File: src/rtl/th_ctrl_pkg.sv
// Shared types and helpers for the per-pixel threshold scan controller.
package th_ctrl_pkg;

   typedef enum logic [2:0] {
      ST_IDLE   = 3'd0,
      ST_INIT   = 3'd1,
      ST_SETTLE = 3'd2,
      ST_COUNT  = 3'd3,
      ST_EVAL   = 3'd4,
      ST_DONE   = 3'd5
   } scan_state_t;

   function automatic logic [31:0] min_u(input logic [31:0] a, input logic [31:0] b);
      return (a < b) ? a : b;
   endfunction

   // Callers keep operand widths well below 31 bits, so the 32-bit sum cannot wrap.
   function automatic logic [31:0] sat_add(input logic [31:0] a, input logic [31:0] b,
                                           input int unsigned width);
      logic [31:0] lim;
      lim = (32'd1 << width) - 32'd1;
      return min_u(a + b, lim);
   endfunction

endpackage

File: src/rtl/th_win_counter.sv
// Discriminator edge counter over a fixed window of enabled cycles.
module th_win_counter
#(
   parameter int ACC_W    = 16,
   parameter int WIN_LOG2 = 10
)
(
   input  logic             clk,
   input  logic             rst_n,
   input  logic             clear,
   input  logic             count_en,
   input  logic             pulse,
   output logic [ACC_W-1:0] acc,
   output logic             window_done
);

   logic                pul_q;
   logic [WIN_LOG2-1:0] win_cnt;
   logic                pul_rise;

   assign pul_rise    = pulse & ~pul_q;
   assign window_done = count_en && (win_cnt == '1);

   // The edge flop runs every cycle, so an edge during a disabled cycle is consumed and lost.
   always_ff @(posedge clk or negedge rst_n) begin
      if (!rst_n) begin
         pul_q   <= 1'b0;
         acc     <= '0;
         win_cnt <= '0;
      end else begin
         pul_q <= pulse;
         if (clear) begin
            acc     <= '0;
            win_cnt <= '0;
         end else if (count_en) begin
            win_cnt <= win_cnt + 1'b1;
            if (pul_rise && (acc != '1))
               acc <= acc + 1'b1;
         end
      end
   end

endmodule

File: src/rtl/th_ctrl_scan.sv
// Threshold controller: scans DAC codes, finds baseline and noise width, drives TH.
module th_ctrl_scan
   import th_ctrl_pkg::*;
#(
   parameter int DAC_W      = 10,
   parameter int OFS_W      = 6,
   parameter int ACC_W      = 16,
   parameter int NW_W       = 4,
   parameter int WIN_LOG2   = 10,
   parameter int SETTLE_CYC = 4,
   parameter int STEP_W     = 3
)
(
   input  logic              CLK,
   input  logic              RSTn,
   input  logic              CLKEn,
   input  logic              DiscriPul,
   input  logic              Bypass,
   input  logic              ScanStart,
   input  logic [DAC_W-1:0]  ScanLo,
   input  logic [DAC_W-1:0]  ScanHi,
   input  logic [STEP_W-1:0] Step,
   input  logic [DAC_W-1:0]  DAC,
   input  logic [OFS_W-1:0]  TH_offset,
   output logic [DAC_W-1:0]  TH,
   output logic [DAC_W-1:0]  BL,
   output logic [NW_W-1:0]   NW,
   output logic [ACC_W-1:0]  Acc,
   output logic [2:0]        StateOut,
   output logic              ScanDone
);

   localparam int SET_W = (SETTLE_CYC > 1) ? $clog2(SETTLE_CYC) : 1;

   scan_state_t         state, state_next;
   logic                start_q, start_rise;
   logic [DAC_W-1:0]    hi, code, best_code, best_code_n, bl, th;
   logic [STEP_W-1:0]   step;
   logic [ACC_W-1:0]    best_cnt, acc;
   logic [NW_W-1:0]     nz, nz_inc, nw;
   logic                scan_done;
   logic [SET_W-1:0]    settle_cnt;
   logic                settle_last, count_en, acc_clear, window_done;
   logic                better, last_code, in_scan;
   logic [DAC_W:0]      next_code;

   assign start_rise  = ScanStart & ~start_q;
   assign settle_last = (SETTLE_CYC == 0) || (settle_cnt == SET_W'(SETTLE_CYC - 1));
   assign count_en    = !Bypass && CLKEn && (state == ST_COUNT);
   assign acc_clear   = !Bypass && CLKEn && ((state == ST_INIT) || (state == ST_SETTLE));
   assign next_code   = {1'b0, code} + (DAC_W+1)'(step);
   assign last_code   = next_code > {1'b0, hi};
   assign better      = acc > best_cnt;
   assign best_code_n = better ? code : best_code;
   assign nz_inc      = ((acc != '0) && (nz != '1)) ? nz + 1'b1 : nz;
   assign in_scan     = state inside {ST_INIT, ST_SETTLE, ST_COUNT, ST_EVAL};

   th_win_counter #(
      .ACC_W    (ACC_W),
      .WIN_LOG2 (WIN_LOG2)
   ) u_win (
      .clk         (CLK),
      .rst_n       (RSTn),
      .clear       (acc_clear),
      .count_en    (count_en),
      .pulse       (DiscriPul),
      .acc         (acc),
      .window_done (window_done)
   );

   always_ff @(posedge CLK or negedge RSTn) begin
      if (!RSTn)
         state <= ST_IDLE;
      else
         state <= state_next;
   end

   // Bypass overrides everything, even on disabled cycles.
   always_comb begin
      state_next = state;
      if (Bypass) begin
         state_next = ST_IDLE;
      end else if (CLKEn) begin
         case (state)
            ST_IDLE, ST_DONE: if (start_rise)   state_next = ST_INIT;
            ST_INIT:                            state_next = ST_SETTLE;
            ST_SETTLE:        if (settle_last)  state_next = ST_COUNT;
            ST_COUNT:         if (window_done)  state_next = ST_EVAL;
            ST_EVAL:          state_next = last_code ? ST_DONE : ST_SETTLE;
            default:                            state_next = ST_IDLE;
         endcase
      end
   end

   always_ff @(posedge CLK or negedge RSTn) begin
      if (!RSTn) begin
         start_q    <= 1'b0;
         hi         <= '0;
         step       <= '0;
         code       <= '0;
         best_cnt   <= '0;
         best_code  <= '0;
         nz         <= '0;
         bl         <= '0;
         nw         <= '0;
         th         <= '0;
         scan_done  <= 1'b0;
         settle_cnt <= '0;
      end else begin
         if (CLKEn)
            start_q <= ScanStart;

         if (Bypass)
            th <= DAC;
         else if (in_scan)
            th <= code;
         else
            th <= DAC_W'(sat_add(32'(bl), 32'(TH_offset), DAC_W));

         if (Bypass) begin
            scan_done <= 1'b0;
         end else if (CLKEn) begin
            case (state)
               ST_IDLE, ST_DONE: begin
                  if (start_rise)
                     scan_done <= 1'b0;
               end
               // Lo > Hi collapses to a single-point scan at Lo.
               ST_INIT: begin
                  hi         <= (ScanLo > ScanHi) ? ScanLo : ScanHi;
                  step       <= (Step == '0) ? STEP_W'(1) : Step;
                  code       <= ScanLo;
                  best_cnt   <= '0;
                  best_code  <= ScanLo;
                  nz         <= '0;
                  settle_cnt <= '0;
               end
               ST_SETTLE: begin
                  settle_cnt <= settle_last ? '0 : settle_cnt + 1'b1;
               end
               ST_EVAL: begin
                  if (better)
                     best_cnt <= acc;
                  best_code <= best_code_n;
                  nz        <= nz_inc;
                  if (last_code) begin
                     bl        <= best_code_n;
                     nw        <= nz_inc;
                     scan_done <= 1'b1;
                  end else begin
                     code <= next_code[DAC_W-1:0];
                  end
               end
               default: ;
            endcase
         end
      end
   end

   assign TH       = th;
   assign BL       = bl;
   assign NW       = nw;
   assign Acc      = acc;
   assign StateOut = state;
   assign ScanDone = scan_done;

endmodule
File: config.mk
export PLATFORM = sky130hd
export DESIGN_NAME = th_ctrl_scan
export DESIGN_NICKNAME = d
export VERILOG_FILES = /design/src/rtl/th_ctrl_pkg.sv /design/src/rtl/th_win_counter.sv /design/src/rtl/th_ctrl_scan.sv
export SDC_FILE = /design/constraint.sdc
export NUM_CORES = 1
export LEC_CHECK = 0
export ABC_AREA = 0
export BUFFER_PORTS_ARGS = -buffer_cell sky130_fd_sc_hd__buf_2
export CORE_AREA = 4 4 139 115
export CTS_BUF_LIST = sky130_fd_sc_hd__clkbuf_8
export DETAILED_ROUTE_END_ITERATION = 16
export DIE_AREA = 0 0 143 119
export GPL_ROUTABILITY_DRIVEN = 0
export PLACE_DENSITY = 0.69
export SETUP_SLACK_MARGIN = 0.1
export SLEW_MARGIN = 10
export SYNTH_ARGS = -nofsm -noshare
export SYNTH_HDL_FRONTEND = slang
export SYNTH_SLANG_ARGS = --single-unit
export TNS_END_PERCENT = 100
File: constraint.sdc
create_clock -name CLK -period 10.4 [get_ports CLK]
set_clock_uncertainty 0.15 [all_clocks]
set_input_delay 1.56 -clock CLK [delete_from_list [all_inputs] [get_ports CLK]]
set_output_delay 1.56 -clock CLK [all_outputs]
set_load 0.005 [all_outputs]
==> flow_summary.toml <==
[detailed_routing]
viasPerCell = 5.93
drc = 0
vias = 6134
first_pass_iters = 5
drt-total-wl_mm = 18.3
drtIter0Drc = 529
wire_per_inst_um = 17.7
ant_nets = 0

[clock_network]
cts-root-buf = "clkbuf_8"
path_clk_slew_ps = 120
clock_tree.buffer_depth = 2
cts_resized = 0
hold_buffers = 0
post_cts_buffers = 0
cts_tree = "built"
htree_num_levels = 3
cts_buffers = 9
clock-sinks = 111
clk_latency_ps = 400

[yosys]
synthArstFlopShare = 1.00
ys.flop_type = "dfrtp_1"
mappedNetlistArea_um2 = 7170
synth_edf_count = 0
ys_types = 75
synth_area_per_cell_um2 = 9.19
syn_inst = 780
yosys_warnings = 0
seq_area_frac_synth = 0.388
synthesis.nets = 877
ys_ff_latch = 111

[place]
io_buffers = 88
preCtsSetupSlack_ps = 5970
place_hpwl_mm = 13.1

[sta]
fin_ws_ps = 6170
min_period_ps = 4230
fmax_ghz = 0.236
slew_violations = 0
finalHoldViolCount = 0
post-route-period-util = 0.407
setup_viol_count_final = 0
rsz0062_at_grt = "false"
fin_tns_setup_ps = 0
worst_pin_slew_ps = 1040
relSlewSlack = 0.304

[global_route]
grt.met1_usage = 0.354
met2_usage = 0.300
gr-total-overflow = 0
use_met3 = 0.0413
grt.busiest_layer = "met1"
grtUsageTotal = 0.219
grt_max_degree = 72
grt_pass1_vias = 5473
grt_antenna_before_repair = 0
grt_pass1_wl_mm = 29.9

[worst_hold_path]
whs_endpoint = "step[0]$_DFFE_PN0P_"
hp-class = "reg2reg"
min_from = "step[0]$_DFFE_PN0P_"
hold_path_depth = 2

[floorplan]
die_h_um = 119
rows = 40
coreArea_um2 = 14700
ioPinCount = 89
dieArea_um2 = 17000
die_w_um = 143
start_util = 0.489

[cells_and_area]
regArea_um2 = 2780
drive_gt1_frac = 0.161
syn_to_final_growth_pct = 10.2
nets = 938
diodes = 0
nFillCells = 1373
multi_input_area_um2 = 4000

[pwr]
swShare = 0.410
leakage_nw = 3.74
cell_internal_pwr_uw = 890
p_clk_frac = 0.199
ir_drop_mv = 0.0805
sequentialPowerShare = 0.404
p_per_area_nw_per_um2 = 191
p_comb_frac = 0.398
p_switching_uw = 619

[setup_path]
crit_start = "code[0]$_DFFE_PN0P_"
r2r_cells = 13
start_kind = "register"
path_class = "reg2reg"
r2r_end = "NW[2]$_DFFE_PN0P_"
endpoint_kind = "register"
worstPathRequired_ps = 10550
slowest_delay_ps = 820
reg2reg_from = "code[0]$_DFFE_PN0P_"
cp_cell_sequence = "ha_1 -> inv_1 -> fa_1 -> nor2b_1 -> o21ai_0 -> nor2_1 -> xnor2_1 -> ha_1 -> a21o_1 -> a211oi_1 -> o21ai_2 -> o311a_1 -> mux2_1"
cp_num_buf_inv = 1
cp_slowest_cell = "o311a_1"
worstPathArrival_ps = 4380
ff2ff_setup_slack_ps = 6170
critPathTopFamily = "compound AO/OA/AOI/OAI gates"
path_max_fanout = 28
crit_top_cell = "ha_1"

[run_status]
outcome = "completed"

[job]
maxCapViolCount = 0
[per-stage QoR]
step                utilization  power, mW  cell area (um^2)  std cells  hold slack [ps]
CTS                       0.538       1.51              7890       1034              361
global route              0.539       1.62              7900       1035              396
finish                    0.539       1.51              7900       1035              359
global placement          0.523       1.19              7670       1018              319
detailed placement        0.523       1.21              7670       1018              336
floorplan                     -       1.04              7170        780              293
[sequential cells by signal, indices dropped and copies added, names as in the netlist]
signal,count
settle_cnt,2
nz,4
hi,10
StateOut,3
step,3
best_code,10
u_win.pul_q,1
NW,4
start_q,1
u_win.acc,16
code,10
BL,10
best_cnt,16
ScanDone,1
u_win.win_cnt,10
TH,10
[synth_stat cells, types with 6 or more instances]
cell | count | area [um^2]
o21ai_0 | 23 | 115
o21ai_1 | 20 | 100
and3_1 | 15 | 93.8
nand4_1 | 15 | 93.8
buf_2 | 16 | 80.1
a21oi_1 | 41 | 205
inv_1 | 48 | 180
nand3_1 | 36 | 180
and2_1 | 6 | 37.5
ha_1 | 50 | 626
nor3_1 | 8 | 40.0
a31oi_1 | 12 | 75.1
clkbuf_1 | 19 | 71.3
o31ai_1 | 21 | 158
dfrtp_1 | 111 | 2780
o211ai_1 | 25 | 188
buf_4 | 6 | 45.0
xor2_1 | 18 | 158
a211oi_1 | 6 | 45.0
nor2b_1 | 7 | 43.8
nand2b_1 | 12 | 75.1
nand2_1 | 73 | 274
o41ai_1 | 9 | 78.8
a21o_1 | 11 | 82.6
xnor2_1 | 19 | 166
o31a_1 | 12 | 105
o22ai_1 | 9 | 56.3
a2bb2oi_1 | 12 | 105
nor2_1 | 50 | 188
[kinds of logic (layout without fill, tap and decap cells)]
| family | Yosys count | after routing | synth area share |
|---|---|---|---|
| AND/OR/NAND/NOR | 249 | 249 | 0.176 |
| buffers and inverters | 92 | 158 | 0.0552 |
| AO/OA/AOI/OAI | 229 | 229 | 0.228 |
| XOR/XNOR | 38 | 38 | 0.0475 |
| flip-flops | 111 | 111 | 0.388 |
| multiplexers | 9 | 9 | 0.0133 |
| adder cells (fa/ha/maj) | 52 | 52 | 0.0929 |
[cells in the final DEF (no fill, tap or decap), types with 23 or more instances in the layout]
master / n
o21ai_0: 23
nand2_1: 73
nand3_1: 36
inv_1: 48
a21oi_1: 41
nor2_1: 50
dfrtp_1: 111
ha_1: 50
buf_2: 87
o211ai_1: 25
[worst register-to-register path, delay by kind of cell (launching register included)]
family          cells  cell delay, ps
simple gates        2             500
mux                 1             380
buf+inv             1              60
compound gates      5            1510
fa+ha+maj           3             950
flops               1             480
xor+xnor            1             120
[power groups by stage]
stage	logic [mW]	registers, mW	clock network [mW]
4_1_cts	0.596	0.607	0.308
6_report	0.600	0.609	0.300
5_1_grt	0.676	0.621	0.324
2_1_floorplan	0.471	0.565	0
3_5_place_dp	0.593	0.614	0
3_3_place_gp	0.581	0.612	0
[routing by layer]
layer | wire (um) | share of wire
met2 | 7570 | 0.41
met5 | 0 | 0
met4 | 175 | 0.0096
met3 | 1480 | 0.081
met1 | 9090 | 0.50
[layout make-up]
| type | count | area share |
|---|---|---|
| Tap cell | 189 | 0.0299 |
| Clock buffer | 9 | 0.0157 |
| Inverter | 49 | 0.0233 |
| Multi-Input combinational cell | 577 | 0.506 |
| Clock inverter | 7 | 0.0131 |
| Timing Repair Buffer | 93 | 0.0608 |
| Sequential cell | 111 | 0.352 |
[worst max-delay path by stage]
stage	end	slack, ps	cells after the start
finish	NW[2]$_DFFE_PN0P_	6170	13
global route	NW[2]$_DFFE_PN0P_	5900	13
CTS	NW[2]$_DFFE_PN0P_	6190	13
detailed placement	NW[2]$_DFFE_PN0P_	5970	5
global placement	NW[2]$_DFFE_PN0P_	6010	5
floorplan	TH[9]$_DFF_PN0_	6720	8
Power figures use the tool's default switching activity.
